===== src/rtl/exec_mem_pkg.sv =====
// Shared constants and types for the execute/memory slice: ALU operation classes,
// R-type funct codes and the 4-bit ALU control encoding.
package exec_mem_pkg;

    localparam logic [1:0] ALUOP_MEM   = 2'b00;
    localparam logic [1:0] ALUOP_BR    = 2'b01;
    localparam logic [1:0] ALUOP_RTYPE = 2'b10;
    localparam logic [1:0] ALUOP_ORI   = 2'b11;

    localparam logic [5:0] FUNCT_SLL = 6'h00;
    localparam logic [5:0] FUNCT_SRL = 6'h02;
    localparam logic [5:0] FUNCT_JR  = 6'h08;
    localparam logic [5:0] FUNCT_ADD = 6'h20;
    localparam logic [5:0] FUNCT_SUB = 6'h22;
    localparam logic [5:0] FUNCT_AND = 6'h24;
    localparam logic [5:0] FUNCT_OR  = 6'h25;
    localparam logic [5:0] FUNCT_NOR = 6'h27;
    localparam logic [5:0] FUNCT_SLT = 6'h2A;

    typedef enum logic [3:0] {
        ALU_AND = 4'b0000,
        ALU_OR  = 4'b0001,
        ALU_ADD = 4'b0010,
        ALU_SUB = 4'b0110,
        ALU_SLT = 4'b0111,
        ALU_SLL = 4'b1000,
        ALU_SRL = 4'b1001,
        ALU_NOR = 4'b1100
    } alu_ctrl_t;

endpackage


===== src/rtl/dmem_array.sv =====
// Word-organised data memory: synchronous clear and write, combinational read.
module dmem_array #(
    parameter int unsigned DEPTH = 64,
    parameter int unsigned AW    = 6
) (
    input  logic          clk,
    input  logic          reset,
    input  logic          we,
    input  logic [AW-1:0] addr,
    input  logic [31:0]   wdata,
    output logic [31:0]   rdata
);

    logic [31:0] mem [DEPTH];

    // Reset wins over a write on the same edge.
    always_ff @(posedge clk) begin
        if (reset) begin
            for (int i = 0; i < DEPTH; i++) begin
                mem[i] <= '0;
            end
        end else if (we) begin
            mem[addr] <= wdata;
        end
    end

    assign rdata = mem[addr];

endmodule


===== src/rtl/exec_mem_unit.sv =====
// Execute/memory slice of the single-cycle MIPS core: ALU control decode, 32-bit ALU and
// data memory. Define EXEC_MEM_OVF_EN to add the signed-overflow output ovf.
module exec_mem_unit
    import exec_mem_pkg::*;
#(
    parameter int unsigned DEPTH = 64,
    parameter int unsigned AW    = 6
) (
    input  logic        clk,
    input  logic        reset,
    input  logic [1:0]  aluop,
    input  logic [5:0]  funct,
    input  logic [4:0]  shamt,
    input  logic [31:0] op_a,
    input  logic [31:0] op_b,
    input  logic [31:0] wdata,
    input  logic        memread,
    input  logic        memwrite,
    output logic [3:0]  alu_ctrl,
    output logic        jump_reg,
    output logic [31:0] alu_result,
    output logic        zero,
    output logic [31:0] rdata
`ifdef EXEC_MEM_OVF_EN
    ,
    output logic        ovf
`endif
);

    alu_ctrl_t   ctrl;
    logic [31:0] sum;
    logic [31:0] diff;
    logic [31:0] mem_rdata;

    always_comb begin
        ctrl     = ALU_ADD;
        jump_reg = 1'b0;
        case (aluop)
            ALUOP_MEM: ctrl = ALU_ADD;
            ALUOP_BR:  ctrl = ALU_SUB;
            ALUOP_ORI: ctrl = ALU_OR;
            ALUOP_RTYPE: begin
                case (funct)
                    FUNCT_ADD: ctrl = ALU_ADD;
                    FUNCT_SUB: ctrl = ALU_SUB;
                    FUNCT_AND: ctrl = ALU_AND;
                    FUNCT_OR:  ctrl = ALU_OR;
                    FUNCT_NOR: ctrl = ALU_NOR;
                    FUNCT_SLT: ctrl = ALU_SLT;
                    FUNCT_SLL: ctrl = ALU_SLL;
                    FUNCT_SRL: ctrl = ALU_SRL;
                    FUNCT_JR: begin
                        // jr still computes rs + rt; the PC mux only needs the flag.
                        ctrl     = ALU_ADD;
                        jump_reg = 1'b1;
                    end
                    default:   ctrl = ALU_ADD;
                endcase
            end
            default: ctrl = ALU_ADD;
        endcase
    end

    assign alu_ctrl = ctrl;
    assign sum      = op_a + op_b;
    assign diff     = op_a - op_b;

    always_comb begin
        alu_result = '0;
        case (ctrl)
            ALU_AND: alu_result = op_a & op_b;
            ALU_OR:  alu_result = op_a | op_b;
            ALU_ADD: alu_result = sum;
            ALU_SUB: alu_result = diff;
            ALU_SLT: alu_result = {31'b0, $signed(op_a) < $signed(op_b)};
            ALU_SLL: alu_result = op_b << shamt;
            ALU_SRL: alu_result = op_b >> shamt;
            ALU_NOR: alu_result = ~(op_a | op_b);
            default: alu_result = '0;
        endcase
    end

    assign zero = (alu_result == 32'h0);

`ifdef EXEC_MEM_OVF_EN
    always_comb begin
        ovf = 1'b0;
        case (ctrl)
            ALU_ADD: ovf = (op_a[31] == op_b[31]) && (sum[31] != op_a[31]);
            ALU_SUB: ovf = (op_a[31] != op_b[31]) && (diff[31] != op_a[31]);
            default: ovf = 1'b0;
        endcase
    end
`endif

    // Byte address -> word index; offset and upper bits drop out, so addresses wrap.
    dmem_array #(
        .DEPTH(DEPTH),
        .AW   (AW)
    ) u_dmem (
        .clk  (clk),
        .reset(reset),
        .we   (memwrite),
        .addr (alu_result[AW+1:2]),
        .wdata(wdata),
        .rdata(mem_rdata)
    );

    assign rdata = memread ? mem_rdata : 32'h0;

endmodule


===== config.mk =====
export PLATFORM = sky130hd
export DESIGN_NAME = exec_mem_unit
export DESIGN_NICKNAME = d
export VERILOG_FILES = /design/src/rtl/exec_mem_pkg.sv /design/src/rtl/dmem_array.sv /design/src/rtl/exec_mem_unit.sv
export SDC_FILE = /design/constraint.sdc
export NUM_CORES = 2
export LEC_CHECK = 0
export CAP_MARGIN = 20
export CORE_MARGIN = 2
export CORE_UTILIZATION = 58
export DETAILED_ROUTE_END_ITERATION = 7
export HOLD_SLACK_MARGIN = 0.12
export PLACE_DENSITY = 0.75
export RECOVER_POWER = 100
export SKIP_LAST_GASP = 1
export SLEW_MARGIN = 10
export SYNTH_ARGS = -nofsm -noshare
export SYNTH_HDL_FRONTEND = slang
export SYNTH_HIERARCHICAL = 1
export SYNTH_SLANG_ARGS = --single-unit

===== constraint.sdc =====
create_clock -name clk -period 13 [get_ports clk]
set_clock_uncertainty 0.15 [all_clocks]
set_input_delay 3.9 -clock clk [delete_from_list [all_inputs] [get_ports clk]]
set_output_delay 3.9 -clock clk [all_outputs]
set_load 0.01 [all_outputs]

# Word level (Yosys, flattened, before mapping)
# Memory sizes are Yosys's and may differ from the RTL's.
# Cells that the tools add are included.
# word_totals
ram_bits	2048
reg_bits	0
memories	1
# memory_table
name	depth	width	rd	rd_ports_with_merged_regs	write_ports	line	rtl
u_dmem.mem	64	32	1	0	64	dmem_array.sv:14	logic [31:0] mem [DEPTH];
# op_classes
n_reduce_logical	5
magnitude_cmp	1
muxes	14
n_bitwise	3
eq_ne	17
add_sub_neg	2
n_shift	2
# ops
op	count
one-hot mux 32 bit (8 select lines)	1
2-to-1 mux 32 bit	2
adder 32 bit	1
bitwise AND 32 bit	1
logical NOT 32 bit	1
< comparator 32 bit	1
inverter 32 bit	1
bitwise OR 32 bit	1
OR reduction 32 bit	1
<< shifter 32 x 5 -> 32 bit	1
>> shifter 32 x 5 -> 32 bit	1
subtractor 32 bit	1
== test 6 bit, second input constant	5
one-hot mux 4 bit (7 select lines)	1
one-hot mux 4 bit (4 select lines)	1
== test 4 bit, second input constant	3
== test 4 x 3 -> 1 bit, second input constant	2
2-to-1 mux 1 bit	8
== test 6 x 2 -> 1 bit, second input constant	1
== test 6 x 4 -> 1 bit, second input constant	1
logical NOT 6 bit	1
2-to-1 mux 6 bit	1
== test 2 bit, second input constant	2
== test 4 x 1 -> 1 bit, second input constant	1
other kinds (4)	4

# Longest topological paths before layout
# An unclocked memory read counts as a cell.
# depth
ltp_word	7
ltp_mapped	22

# Cells and area by module
# The synthesis kept the hierarchy.
# by_module_without_submodules
module	area_per_inst_um2	seq_area_each_um2	instances	cells_per_inst
dmem_array	92807.8	61499.0	1	6970
exec_mem_unit	9137.5	0.0	1	1319

# Least setup slack after synthesis
# Ideal clock, no wire load.
# synth_timing
path_type	input to output
start	input funct[3]
end	output rdata[18]
stages	15
setup_slack_ns	0.685
arrival_ns	8.265
cell_sequence	buf_2 > or4b_1 > buf_4 > a21oi_1 > nor4b_1 > clkbuf_1 > a21oi_1 > nand4_1 > buf_6 > clkbuf_1 > mux4_2 > mux2i_1 > o21ai_0 > or4_1 > and2_1
# synth_between
elab_chain_len	7
elab_cells_between_ends	20
# synth_lines
item	line	rtl
start: declaration	exec_mem_unit.sv:12	input logic [5:0] funct,
== test 6 x 2 -> 1 bit (tied with other cells)	exec_mem_unit.sv:43	case (funct)
one-hot mux 4 bit (7 select lines) (*)	exec_mem_unit.sv:43	
one-hot mux 4 bit (4 select lines) (*)	exec_mem_unit.sv:38	case (aluop)
via alu_ctrl[3]	exec_mem_unit.sv:19	output logic [3:0] alu_ctrl,
== test 4 bit (tied with other cells)	exec_mem_unit.sv:70	case (ctrl)
one-hot mux 32 bit (8 select lines) (*)	exec_mem_unit.sv:70	
via alu_result[2]	exec_mem_unit.sv:21	output logic [31:0] alu_result,
memory read (64 x 32 bit) (*)	-	
via mem_rdata[18]	exec_mem_unit.sv:33	logic [31:0] mem_rdata;
2-to-1 mux 32 bit (*)	exec_mem_unit.sv:109	assign rdata = memread ? mem_rdata : 32'h0;
end: declaration	exec_mem_unit.sv:23	output logic [31:0] rdata
# Mark *: on every way through the listed nets, which the timed path passes. The rest lies on a longest branch.

# Final worst setup path
# layout_timing
start	input funct[4]
end	output rdata[15]
# layout_between
elab_chain_len	7
elab_cells_between_ends	20
# layout_lines
item	line
== test 6 x 2 -> 1 bit (tied with other cells)	exec_mem_unit.sv:43
one-hot mux 4 bit (7 select lines) (*)	exec_mem_unit.sv:43
one-hot mux 4 bit (4 select lines) (*)	exec_mem_unit.sv:38
== test 4 bit (tied with other cells)	exec_mem_unit.sv:70
one-hot mux 32 bit (8 select lines) (*)	exec_mem_unit.sv:70
memory read (64 x 32 bit) (*)	-
via mem_rdata[15]	exec_mem_unit.sv:33
2-to-1 mux 32 bit (*)	exec_mem_unit.sv:109
# Marks and branches as above.

==> out/qor.log <==
INFO  placement      dp.final_hpwl=225000um
INFO  floorplanning  start_util=58.5%
INFO  critical_path  worstSetupStartpointType=input port
INFO  status         status=finished with violations
INFO  layout         n_fill_cell=12100
INFO  pwr            total_power=17.8mW
INFO  synthesis      synth_xor_xnor_area_share=0.189%
INFO  critical_path  critPathRequiredTime=8.95ns
INFO  layout         max_reg_flops=2048
INFO  placement      placement.cell_area=112000squm
INFO  layout         finalNetCount=9160
INFO  synthesis      synth-adder-area-share=1.30%
INFO  synthesis      synthDistinctLibCells=90
INFO  global_route   grt_max_degree=68
INFO  pwr            ir_worst_vdd=0.132mV
INFO  detailed_routing routed_wire_length_per_instance=30.8um
INFO  detailed_routing count_of_routing_violations_after_the_opening_detailed_route_iteration=11300
INFO  layout         utilization=69.5%
INFO  layout         syn_to_final_growth=18.8%
INFO  cts            cts-hold-fix-buffers=0
INFO  timing         worst_slew_pin_slew=1.62ns
INFO  synthesis      postSynthRegisterBits=2048
INFO  synthesis      postSynthNetCount=8507
INFO  detailed_routing dr_total_vias=76200
INFO  pwr            power_leakage=44.5nW
INFO  synthesis      ranking_of_synthesized_cells_by_area=sky130_fd_sc_hd__edfxtp_1 60%, sky130_fd_sc_hd__and2_1 13%, sky130_fd_sc_hd__a22oi_1 2.9%
INFO  critical_path  cp_class=in2out
INFO  floorplanning  dieArea=179000squm
INFO  global_route   grt_antenna_before_repair=28
INFO  timing         slew_violations=136
INFO  cts            clock-sinks=2048
INFO  detailed_routing drc_errors=0
INFO  placement      gpl.final_weighted_congestion=1.04
INFO  global_route   overall_routing_resource_usage=38.8%
INFO  min_path       hold_path.class=in2reg
INFO  critical_path  crit_fanout=17
INFO  floorplanning  std_cell_rows=153
INFO  synthesis      netlist_instances=8289
INFO  synthesis      synth_top_area_cell=sky130_fd_sc_hd__edfxtp_1
INFO  timing         tns=-0.328ns
INFO  synthesis      synthesized_area_fraction_occupied_by_ao_oa_aoi_and_oai_cells=12.3%
INFO  detailed_routing detail_route.first_pass.iterations=8
INFO  timing         period_share=101%
INFO  critical_path  critical_path.endpoint=rdata[15]
INFO  layout         mostFrequentLayoutCell=sky130_fd_sc_hd__edfxtp_1
INFO  global_route   grt_pass1_vias=73900
INFO  timing         maxSlewHeadroom=-8.17%
INFO  synthesis      dominantRegCellSynth=sky130_fd_sc_hd__edfxtp_1
INFO  pwr            cellPowerDensity=147nW/um^2
INFO  detailed_routing per_cell_via_count_in_the_routed_design=6.64
INFO  cts            clk_path_buf_depth=3
INFO  timing         rsz0062_at_grt=yes
INFO  cts            clk_pin_slew_worst_paths=0.07ns
INFO  status         failed_checks=max-capacitance violations, max-slew violations, negative setup slack
INFO  synthesis      yosys.area_share.simple=17.1%
INFO  timing         fin_worst_hold_slack=3.71ns
INFO  floorplanning  core_area=174000squm
INFO  cts            cts_made_buffers=204
INFO  synthesis      yosysWarningCount=6
INFO  cts            root_buffer_selected_by_cts=sky130_fd_sc_hd__clkbuf_16
INFO  timing         finalCriticalPeriod=13.11ns
INFO  min_path       worst_hold_path.num_cells=3
INFO  min_path       hold_path.startpoint=wdata[1]
INFO  critical_path  crit_path_end_kind=primary output
INFO  layout         layout_cell_share_with_drive_strength_beyond_1=22.4%
INFO  synthesis      post_synth_instance_area=102000squm
INFO  synthesis      number_of_enable_type_register_cells_in_the_synthesized_netlist=2048
INFO  timing         finalHoldViolCount=0
INFO  floorplanning  top_level_ports=183
INFO  placement      port_buffers=182
INFO  timing         achievable-frequency=0.0763GHz
INFO  layout         reg.largest.list=u_dmem/mem: 2048 flops
INFO  cts            ctsHtreeMaxLevel=4
INFO  global_route   globalRoute.totalOverflow=0
INFO  detailed_routing final_antenna_net_count=0
INFO  synthesis      share_of_cell_area_taken_by_muxes_after_synthesis=4.77%
INFO  timing         report.final.setup_viol=7
INFO  layout         regMostFlops=u_dmem/mem
INFO  synthesis      synth.top_cell.area_share=60.3%
INFO  synthesis      ys_seq_area_share=60.3%
INFO  timing         timing.final.ws_setup=-0.111ns
INFO  layout         mostFrequentLayoutCells=2048 x sky130_fd_sc_hd__edfxtp_1, 2047 x sky130_fd_sc_hd__and2_1, 981 x sky130_fd_sc_hd__buf_4
INFO  floorplanning  die_y=423um
INFO  synthesis      avgSynthCellArea=12.3squm
INFO  floorplanning  die_boundary_width=423um
INFO  run            max-cap-violations=4
INFO  critical_path  crit_start=funct[4]
INFO  detailed_routing postRouteWirelength=353000um
INFO  critical_path  worst-endpoint-arrival=9.06ns
INFO  layout         final_area=121000squm
INFO  synthesis      synth-async-reset-ratio=0%
INFO  cts            cts_tree=done
INFO  synthesis      combinational_family_with_the_most_area_after_synthesis=simple AND/OR/NAND/NOR gates
INFO  global_route   wire_length_of_the_first_global_routing_pass=507000um
[per-layer routing]
metal / share of wire (%) / GRT usage (%)
met1: 36 / 51.4
met2: 45 / 58.8
met3: 13 / 10.0
met4: 6.3 / 20.6
met5: 0.023 / 0
[per-stage QoR]
stage | std cells | setup WS [ns]
2_1_floorplan | 8289 | 0.685
3_3_place_gp | 11000 | -0.828
3_5_place_dp | 11000 | -0.762
4_1_cts | 11400 | -0.170
5_1_grt | 11500 | -0.205
6_report | 11500 | -0.111
[cells by family after synthesis]
logic type / count (synthesis)
AND/OR/NAND/NOR: 2990
flip-flops: 2048
AO/OA/AOI/OAI: 1762
buffers and inverters: 969
multiplexers: 393
adder cells (fa/ha/maj): 105
XOR/XNOR: 22
[worst max-delay path, cell delays in order]
cell	delay [ns]
sky130_fd_sc_hd__clkdlybuf4s50_1	0.42
sky130_fd_sc_hd__or4b_4	0.54
sky130_fd_sc_hd__buf_4	0.18
sky130_fd_sc_hd__o31a_1	0.32
sky130_fd_sc_hd__nor4_1	0.36
sky130_fd_sc_hd__or4b_4	0.37
sky130_fd_sc_hd__buf_8	0.29
sky130_fd_sc_hd__inv_6	0.05
sky130_fd_sc_hd__buf_4	0.21
sky130_fd_sc_hd__buf_4	0.18
sky130_fd_sc_hd__nand2_1	0.08
sky130_fd_sc_hd__buf_4	0.20
sky130_fd_sc_hd__o22ai_1	0.10
sky130_fd_sc_hd__a221oi_1	0.50
sky130_fd_sc_hd__o21ai_1	0.11
sky130_fd_sc_hd__buf_4	0.21
sky130_fd_sc_hd__or3_1	0.35
sky130_fd_sc_hd__and2_1	0.17
sky130_fd_sc_hd__clkdlybuf4s50_1	0.48
[worst min path at each step]
stage / endpoint / slack, ns
final: u_dmem/mem[25][1]$_SDFFCE_PN0P_ / 3.71
after global routing: u_dmem/mem[25][1]$_SDFFCE_PN0P_ / 3.70
after CTS: u_dmem/mem[28][1]$_SDFFCE_PN0P_ / 3.67
after detailed placement: u_dmem/mem[55][31]$_SDFFCE_PN0P_ / 4.59
after global placement: u_dmem/mem[49][31]$_SDFFCE_PN0P_ / 4.58
after floorplan: u_dmem/mem[2][31]$_SDFFCE_PN0P_ / 4.21
[timing repair]
item,CTS,global route
gates resized for setup,245,177
pin swaps,33,66
setup buffers,50,17
gates cloned,9,1
endpoints found under the setup margin,33,33
[synthesized netlist by cell type, drive strengths merged (99+ instances only)]
library cell,count
a221oi,328
ha,103
nor2,320
o22ai,177
inv,99
mux2i,211
clkbuf,625
o21ai,242
edfxtp,2048
a22oi,389
and2,2098
mux2,121
a21oi,238
buf,244
nand2,189
[where the power goes]
| group | total, mW | switching, mW | internal, mW |
|---|---|---|---|
| logic | 4.30 | 2.62 | 1.67 |
| clock network | 5.78 | 2.58 | 3.20 |
| registers | 7.76 | 0.114 | 7.64 |
| total | 17.8 | 5.31 | 12.5 |
[final cells by class]
cell class	count	area [sq um]	area share [%]
tap	2325	2910	2.40
inverter	100	383	0.316
clock buffer	245	5320	4.39
antenna	33	82.6	0.0682
multi-input combinational	5273	38100	31.4
sequential	2048	61500	50.8
timing repair buffer	1315	11700	9.67
clock inverter	134	1160	0.960
No activity file was read; power rests on OpenSTA's default activity.
